`config.mk`:
```
export PLATFORM = sky130hd
export DESIGN_NAME = freelist
export DESIGN_NICKNAME = d
export VERILOG_FILES = /design/src/rtl/freelist_pkg.sv /design/src/rtl/freelist_ptr_add.sv /design/src/rtl/freelist.sv
export SDC_FILE = /design/constraint.sdc
export NUM_CORES = 1
export LEC_CHECK = 0
export CAP_MARGIN = 5
export CORE_ASPECT_RATIO = 1.5
export CORE_UTILIZATION = 65
export CTS_CLUSTER_DIAMETER = 60
export CTS_CLUSTER_SIZE = 28
export DETAILED_ROUTE_END_ITERATION = 12
export PLACE_DENSITY = 0.86
export SYNTH_ARGS = -nofsm -noshare
export SYNTH_HDL_FRONTEND = slang
export SYNTH_SLANG_ARGS = --single-unit
```
`constraint.sdc`:
```
create_clock -name clock -period 8.57 [get_ports clock]
set_input_delay 1.714 -clock clock [delete_from_list [all_inputs] [get_ports clock]]
set_output_delay 1.714 -clock clock [all_outputs]
set_load 0.01 [all_outputs]
```
`src/rtl/freelist_pkg.sv`:
```
// Shared types and sizes for the physical-register free list.
package freelist_pkg;

   localparam int unsigned PREG_NUM     = 64;
   localparam int unsigned ARCH_REG_NUM = 32;
   localparam int unsigned DEPTH        = PREG_NUM - ARCH_REG_NUM;
   localparam int unsigned PREG_W       = $clog2(PREG_NUM);
   localparam int unsigned IDX_W        = $clog2(DEPTH);
   localparam int unsigned PTR_W        = IDX_W + 1;

   typedef logic [PREG_W-1:0] preg_t;

   // Wrap bit distinguishes full from empty when indices match.
   typedef struct packed {
      logic             wrap;
      logic [IDX_W-1:0] idx;
   } fl_ptr_t;

endpackage

```
`src/rtl/freelist_ptr_add.sv`:
```
// Free-list pointer advance by 0, 1 or 2 entries; the wrap bit toggles on index overflow.
module freelist_ptr_add
   import freelist_pkg::*;
(
   input  fl_ptr_t    ptr_i,
   input  logic [1:0] inc_i,
   output fl_ptr_t    sum_o
);

   always_comb begin
      sum_o = fl_ptr_t'(PTR_W'(ptr_i) + PTR_W'(inc_i));
   end

endmodule

```
`src/rtl/freelist.sv`:
```
// Circular free list of physical register IDs with speculative and architectural heads.
// Optional duplicate-release detection is enabled with FREELIST_DUP_CHECK_EN.
module freelist
   import freelist_pkg::*;
(
   input  logic             clock,
   input  logic             reset,
   input  logic             instr0_freelist_req,
   output preg_t            instr0_freelist_resp,
   input  logic             instr1_freelist_req,
   output preg_t            instr1_freelist_resp,
   output logic [PTR_W-1:0] freelist_avail_cnt,
   output logic             freelist_can_alloc2,
   input  logic             commit0_valid,
   input  logic             commit0_need_to_wb,
   input  preg_t            commit0_old_prd,
   input  logic             commit1_valid,
   input  logic             commit1_need_to_wb,
   input  preg_t            commit1_old_prd,
   input  logic             flush_valid
`ifdef FREELIST_DUP_CHECK_EN
   ,
   output logic             freelist_dup_err
`endif
);

   preg_t            list_q [DEPTH];
   preg_t            list_d [DEPTH];
   fl_ptr_t          spec_head_q, spec_head_d;
   fl_ptr_t          arch_head_q, arch_head_d;
   fl_ptr_t          tail_q, tail_d;
   fl_ptr_t          spec_adv, tail_adv, arch_adv;
   logic             rel0, rel1, alloc_ok;
   logic [1:0]       n_alloc, n_rel, alloc_inc;
   logic [PTR_W-1:0] avail;
   logic [IDX_W-1:0] spec_idx1, tail_idx1;

   always_comb begin
      rel0      = commit0_valid & commit0_need_to_wb;
      rel1      = commit1_valid & commit1_need_to_wb;
      n_alloc   = 2'(instr0_freelist_req) + 2'(instr1_freelist_req);
      n_rel     = 2'(rel0) + 2'(rel1);
      avail     = tail_q - spec_head_q;
      // Oversized requests are dropped whole; flush suppresses allocation.
      alloc_ok  = !flush_valid && (PTR_W'(n_alloc) <= avail);
      alloc_inc = alloc_ok ? n_alloc : 2'd0;
      spec_idx1 = spec_head_q.idx + IDX_W'(1);
      tail_idx1 = tail_q.idx + IDX_W'(rel0);
   end

   freelist_ptr_add u_spec_add (.ptr_i(spec_head_q), .inc_i(alloc_inc), .sum_o(spec_adv));
   freelist_ptr_add u_tail_add (.ptr_i(tail_q),      .inc_i(n_rel),     .sum_o(tail_adv));
   freelist_ptr_add u_arch_add (.ptr_i(arch_head_q), .inc_i(n_rel),     .sum_o(arch_adv));

   always_comb begin
      instr0_freelist_resp = list_q[spec_head_q.idx];
      instr1_freelist_resp = instr0_freelist_req ? list_q[spec_idx1] : list_q[spec_head_q.idx];
      freelist_avail_cnt   = avail;
      freelist_can_alloc2  = (avail >= PTR_W'(2));
   end

   always_comb begin
      list_d = list_q;
      if (rel0) list_d[tail_q.idx] = commit0_old_prd;
      if (rel1) list_d[tail_idx1]  = commit1_old_prd;
      tail_d      = tail_adv;
      arch_head_d = arch_adv;
      spec_head_d = flush_valid ? arch_adv : spec_adv;
   end

   always_ff @(posedge clock) begin
      if (reset) begin
         for (int unsigned i = 0; i < DEPTH; i++) begin
            list_q[i] <= PREG_W'(ARCH_REG_NUM + i);
         end
         spec_head_q <= '0;
         arch_head_q <= '0;
         tail_q      <= '{wrap: 1'b1, idx: '0};
      end else begin
         list_q      <= list_d;
         spec_head_q <= spec_head_d;
         arch_head_q <= arch_head_d;
         tail_q      <= tail_d;
      end
   end

`ifdef FREELIST_DUP_CHECK_EN
   logic [PREG_NUM-1:0] in_list_q, in_list_d;
   logic                dup_err_q, dup_err_d;
   logic [PTR_W-1:0]    restore_cnt;
   logic [IDX_W-1:0]    off;

   // Bitmap tracks which IDs currently sit in the list; a second release of one is an error.
   always_comb begin
      in_list_d   = in_list_q;
      dup_err_d   = dup_err_q;
      restore_cnt = spec_head_q - arch_adv;
      off         = '0;
      if (alloc_ok && instr0_freelist_req) in_list_d[instr0_freelist_resp] = 1'b0;
      if (alloc_ok && instr1_freelist_req) in_list_d[instr1_freelist_resp] = 1'b0;
      if (rel0) begin
         if (in_list_q[commit0_old_prd]) dup_err_d = 1'b1;
         in_list_d[commit0_old_prd] = 1'b1;
      end
      if (rel1) begin
         if (in_list_q[commit1_old_prd] || (rel0 && commit0_old_prd == commit1_old_prd)) begin
            dup_err_d = 1'b1;
         end
         in_list_d[commit1_old_prd] = 1'b1;
      end
      if (flush_valid) begin
         for (int unsigned i = 0; i < DEPTH; i++) begin
            off = IDX_W'(i) - arch_adv.idx;
            if (PTR_W'(off) < restore_cnt) in_list_d[list_q[i]] = 1'b1;
         end
      end
   end

   always_ff @(posedge clock) begin
      if (reset) begin
         in_list_q <= {{DEPTH{1'b1}}, {ARCH_REG_NUM{1'b0}}};
         dup_err_q <= 1'b0;
      end else begin
         in_list_q <= in_list_d;
         dup_err_q <= dup_err_d;
      end
   end

   assign freelist_dup_err = dup_err_q;
`endif

endmodule
```
==> results.py <==
metrics = {
    "run_status": {
        "outcome": "finished, final reports clean",
    },
    "clocking": {
        "cts.sinks": 210,
        "insertion_delay_ns": 0.50,
        "post_cts.repair.setup_buffers": 0,
        "cts_tree": "yes",
        "holdBufCountCts": 0,
        "htreeDepth": 1,
        "cts_buffers": 15,
        "clockBufferDepth": 3,
        "clock-root-buffer": "clkbuf_16",
        "ctsResizeCount": 0,
        "clkTransAtPathRegs_ns": 0.09,
    },
    "yosys": {
        "synthFlopType": "dfxtp_1",
        "synth_edf_count": 0,
        "ys_seq_area_frac": 0.2870,
        "ys_async_sr_fraction": 0,
        "syn_inst": 1600,
        "yosys.area.top_type": "dfxtp_1",
        "synth_top_area_share": 0.2870,
        "synth.avg_cell_area_um2": 9.156,
        "ys_ff_latch": 210,
        "synthesis.nets": 1643,
        "synth_area_um2": 14650,
        "synthTopCellsByArea": "dfxtp_1 (29%), mux2i_1 (11%), mux2_2 (9.5%), mux4_2 (8.3%), nand2_1 (3.8%)",
        "synth_cell_types": 65,
        "yosysWarnings": 0,
        "synth_top_cells_by_count": "dfxtp_1 (210), mux2i_1 (168), nand2_1 (148)",
        "yosysMostFrequentCell": "dfxtp_1",
    },
    "layout": {
        "fin_util": 0.7040,
        "design_area_um2": 15410,
        "fill_cells": 1651,
        "seq_area_um2": 4209,
        "diodes": 0,
        "drive_gt1_frac": 0.1789,
        "fin_nets": 1561,
        "area.growth.synth_to_final_pct": 5.158,
        "multiInputGateArea_um2": 9662,
    },
    "place": {
        "portBuffers": 39,
        "place_congestion": 0.9842,
        "hpwl_um": 32700,
        "post_dp_cell_area_um2": 14920,
        "place_ws_ns": 2.819,
    },
    "critical_path": {
        "crit_top_cell": "buf_4",
        "slowest_delay_ns": 1.00,
        "cp.required_ns": 6.86,
        "critPathCaptureType": "output pin",
        "crit_buf_inv": 3,
        "arrival_ns": 4.60,
        "cp_top_family": "buffers and inverters",
        "path_max_fanout": 72,
        "r2r_cells": 14,
        "path_depth": 8,
        "crit_chain": "buf_4 -> buf_4 -> mux2i_1 -> a22oi_1 -> nand3_1 -> nand4_1 -> a211o_1 -> clkdlybuf4s50_1",
        "slowest_stage": "buf_4",
        "critPathKind": "reg -> out",
        "start_kind": "flop",
    },
    "floorplan": {
        "die-area_um2": 23160,
        "row_count": 66,
        "start_util": 0.6695,
        "core_um2": 21880,
        "die_h_um": 185.9,
        "ios": 40,
        "die_w_um": 124.6,
    },
    "job": {
        "maxCapViolCount": 0,
    },
    "timing": {
        "fin_crit_ns": 6.318,
        "rsz0062_at_grt": "false",
        "tightestPinTransition_ns": 1.346,
        "setup_viol": 0,
        "drv_slew": 0,
        "fin_crit_sh": 0.7372,
        "whs_ns": 0.5077,
        "max_slew_margin": 0.1003,
        "fmaxAchievable_mhz": 158.3,
        "fin_ws_ns": 2.252,
        "fin_skew_ns": 0.01750,
        "hold_viol": 0,
        "setup_tns_ns": 0,
    },
    "power_and_ir_drop": {
        "power_switching_mw": 0.7762,
        "ir_drop_mv": 0.2164,
        "power_density_nw_per_um2": 155.4,
        "sw_frac_of_total": 0.3243,
        "pwr-share-seq": 0.422,
        "clkPwrFrac": 0.323,
        "internal-power_mw": 1.617,
        "p_leak_nw": 5.190,
        "power_frac_comb": 0.256,
    },
    "grt": {
        "grt_max_degree": 82,
        "grt_pass1_wl_um": 79650,
        "antenna_found_initial": 1,
        "first_global_vias": 14030,
        "overflow": 0,
        "grt_usage": 0.4448,
    },
    "route": {
        "routed_wl_um": 52080,
        "ant_nets": 0,
        "num_vias": 14080,
        "drt-initial-drc-count": 2124,
        "dr.pass1.iters": 8,
        "drc": 0,
        "wl_per_cell_um": 28.96,
        "vias_per_cell": 7.833,
    },
    "hold_path": {
        "hold_depth": 2,
        "holdCritPathClass": "reg -> reg",
    },
}
==> path summary, 6_finish.rpt <==
| path | start | endpoint | slack (ns) |
|---|---|---|---|
| max | spec_head_q[0] | instr1_freelist_resp[1] | 2.25 |
| min | list_q[150] | list_q[150] | 0.51 |
| max reg2reg | spec_head_q[0] | spec_head_q[4] | 4.27 |
| min reg2reg | list_q[150] | list_q[150] | 0.51 |
==> power by group through the flow <==
| stage | Clock [mW] | Sequential (mW) | Combinational (mW) |
|---|---|---|---|
| finish | 0.773 | 1.01 | 0.612 |
| global route | 0.795 | 1.01 | 0.641 |
| CTS | 0.761 | 1.01 | 0.590 |
| detailed placement | 0 | 1.03 | 0.588 |
| global placement | 0 | 1.03 | 0.577 |
| floorplan | 0 | 1.02 | 0.416 |
==> layer usage <==
metal  share of wire  wire (um)  vias to the layer above  global-route usage
li1                -          -                     5855                   -
met1            0.32      16840                     6582              0.4995
met2            0.45      23300                     1204              0.7098
met3            0.12       6461                      443              0.1124
met4            0.11       5474                        0              0.3788
met5               0          0                        -                   0
==> logic make-up after synthesis <==
group           share of synthesized area
simple gates                       0.1706
mux                                0.3092
compound gates                     0.1431
flops                              0.2870
buf+inv                           0.05799
fa+ha+maj                         0.02084
xor+xnor                          0.01127
==> state kept, by name, summed over array words and instances (netlist names) <==
| register | count |
|---|---|
| list_q | 192 |
| arch_head_q | 6 |
| spec_head_q | 6 |
| tail_q | 6 |
==> layout make-up <==
type                            instances  area share
Multi-Input combinational cell       1197      0.6271
Sequential cell                       210      0.2732
Timing Repair Buffer                   70     0.04028
Clock buffer                           19     0.02664
Tap cell                              272     0.02209
Inverter                               24    0.005847
Clock inverter                          6    0.004792
==> per-stage QoR <==
stage	instances	total power [mW]
after floorplan	1600	1.436
after global placement	1773	1.607
after detailed placement	1773	1.619
after CTS	1798	2.359
after global routing	1798	2.446
final	1798	2.394
==> tightest hold or removal path, stage by stage (launching register included) <==
cell and delay [ns]:
dfxtp_1 0.33, nand2_1 0.06, a311oi_1 0.08
==> cells in the final DEF (no fill, tap or decap), drive strengths merged, types with 37 or more instances in the layout <==
cell           netlist  final
nand3               74     74
nor2                87     87
nand2              155    155
o21ai               86     86
dfxtp              210    210
a21oi               37     37
nor4                48     48
a311oi              61     61
mux4                54     54
nor3                55     55
mux2               145    145
mux2i              168    168
clkdlybuf4s50        0     38
(Power assumes the default switching activity.)
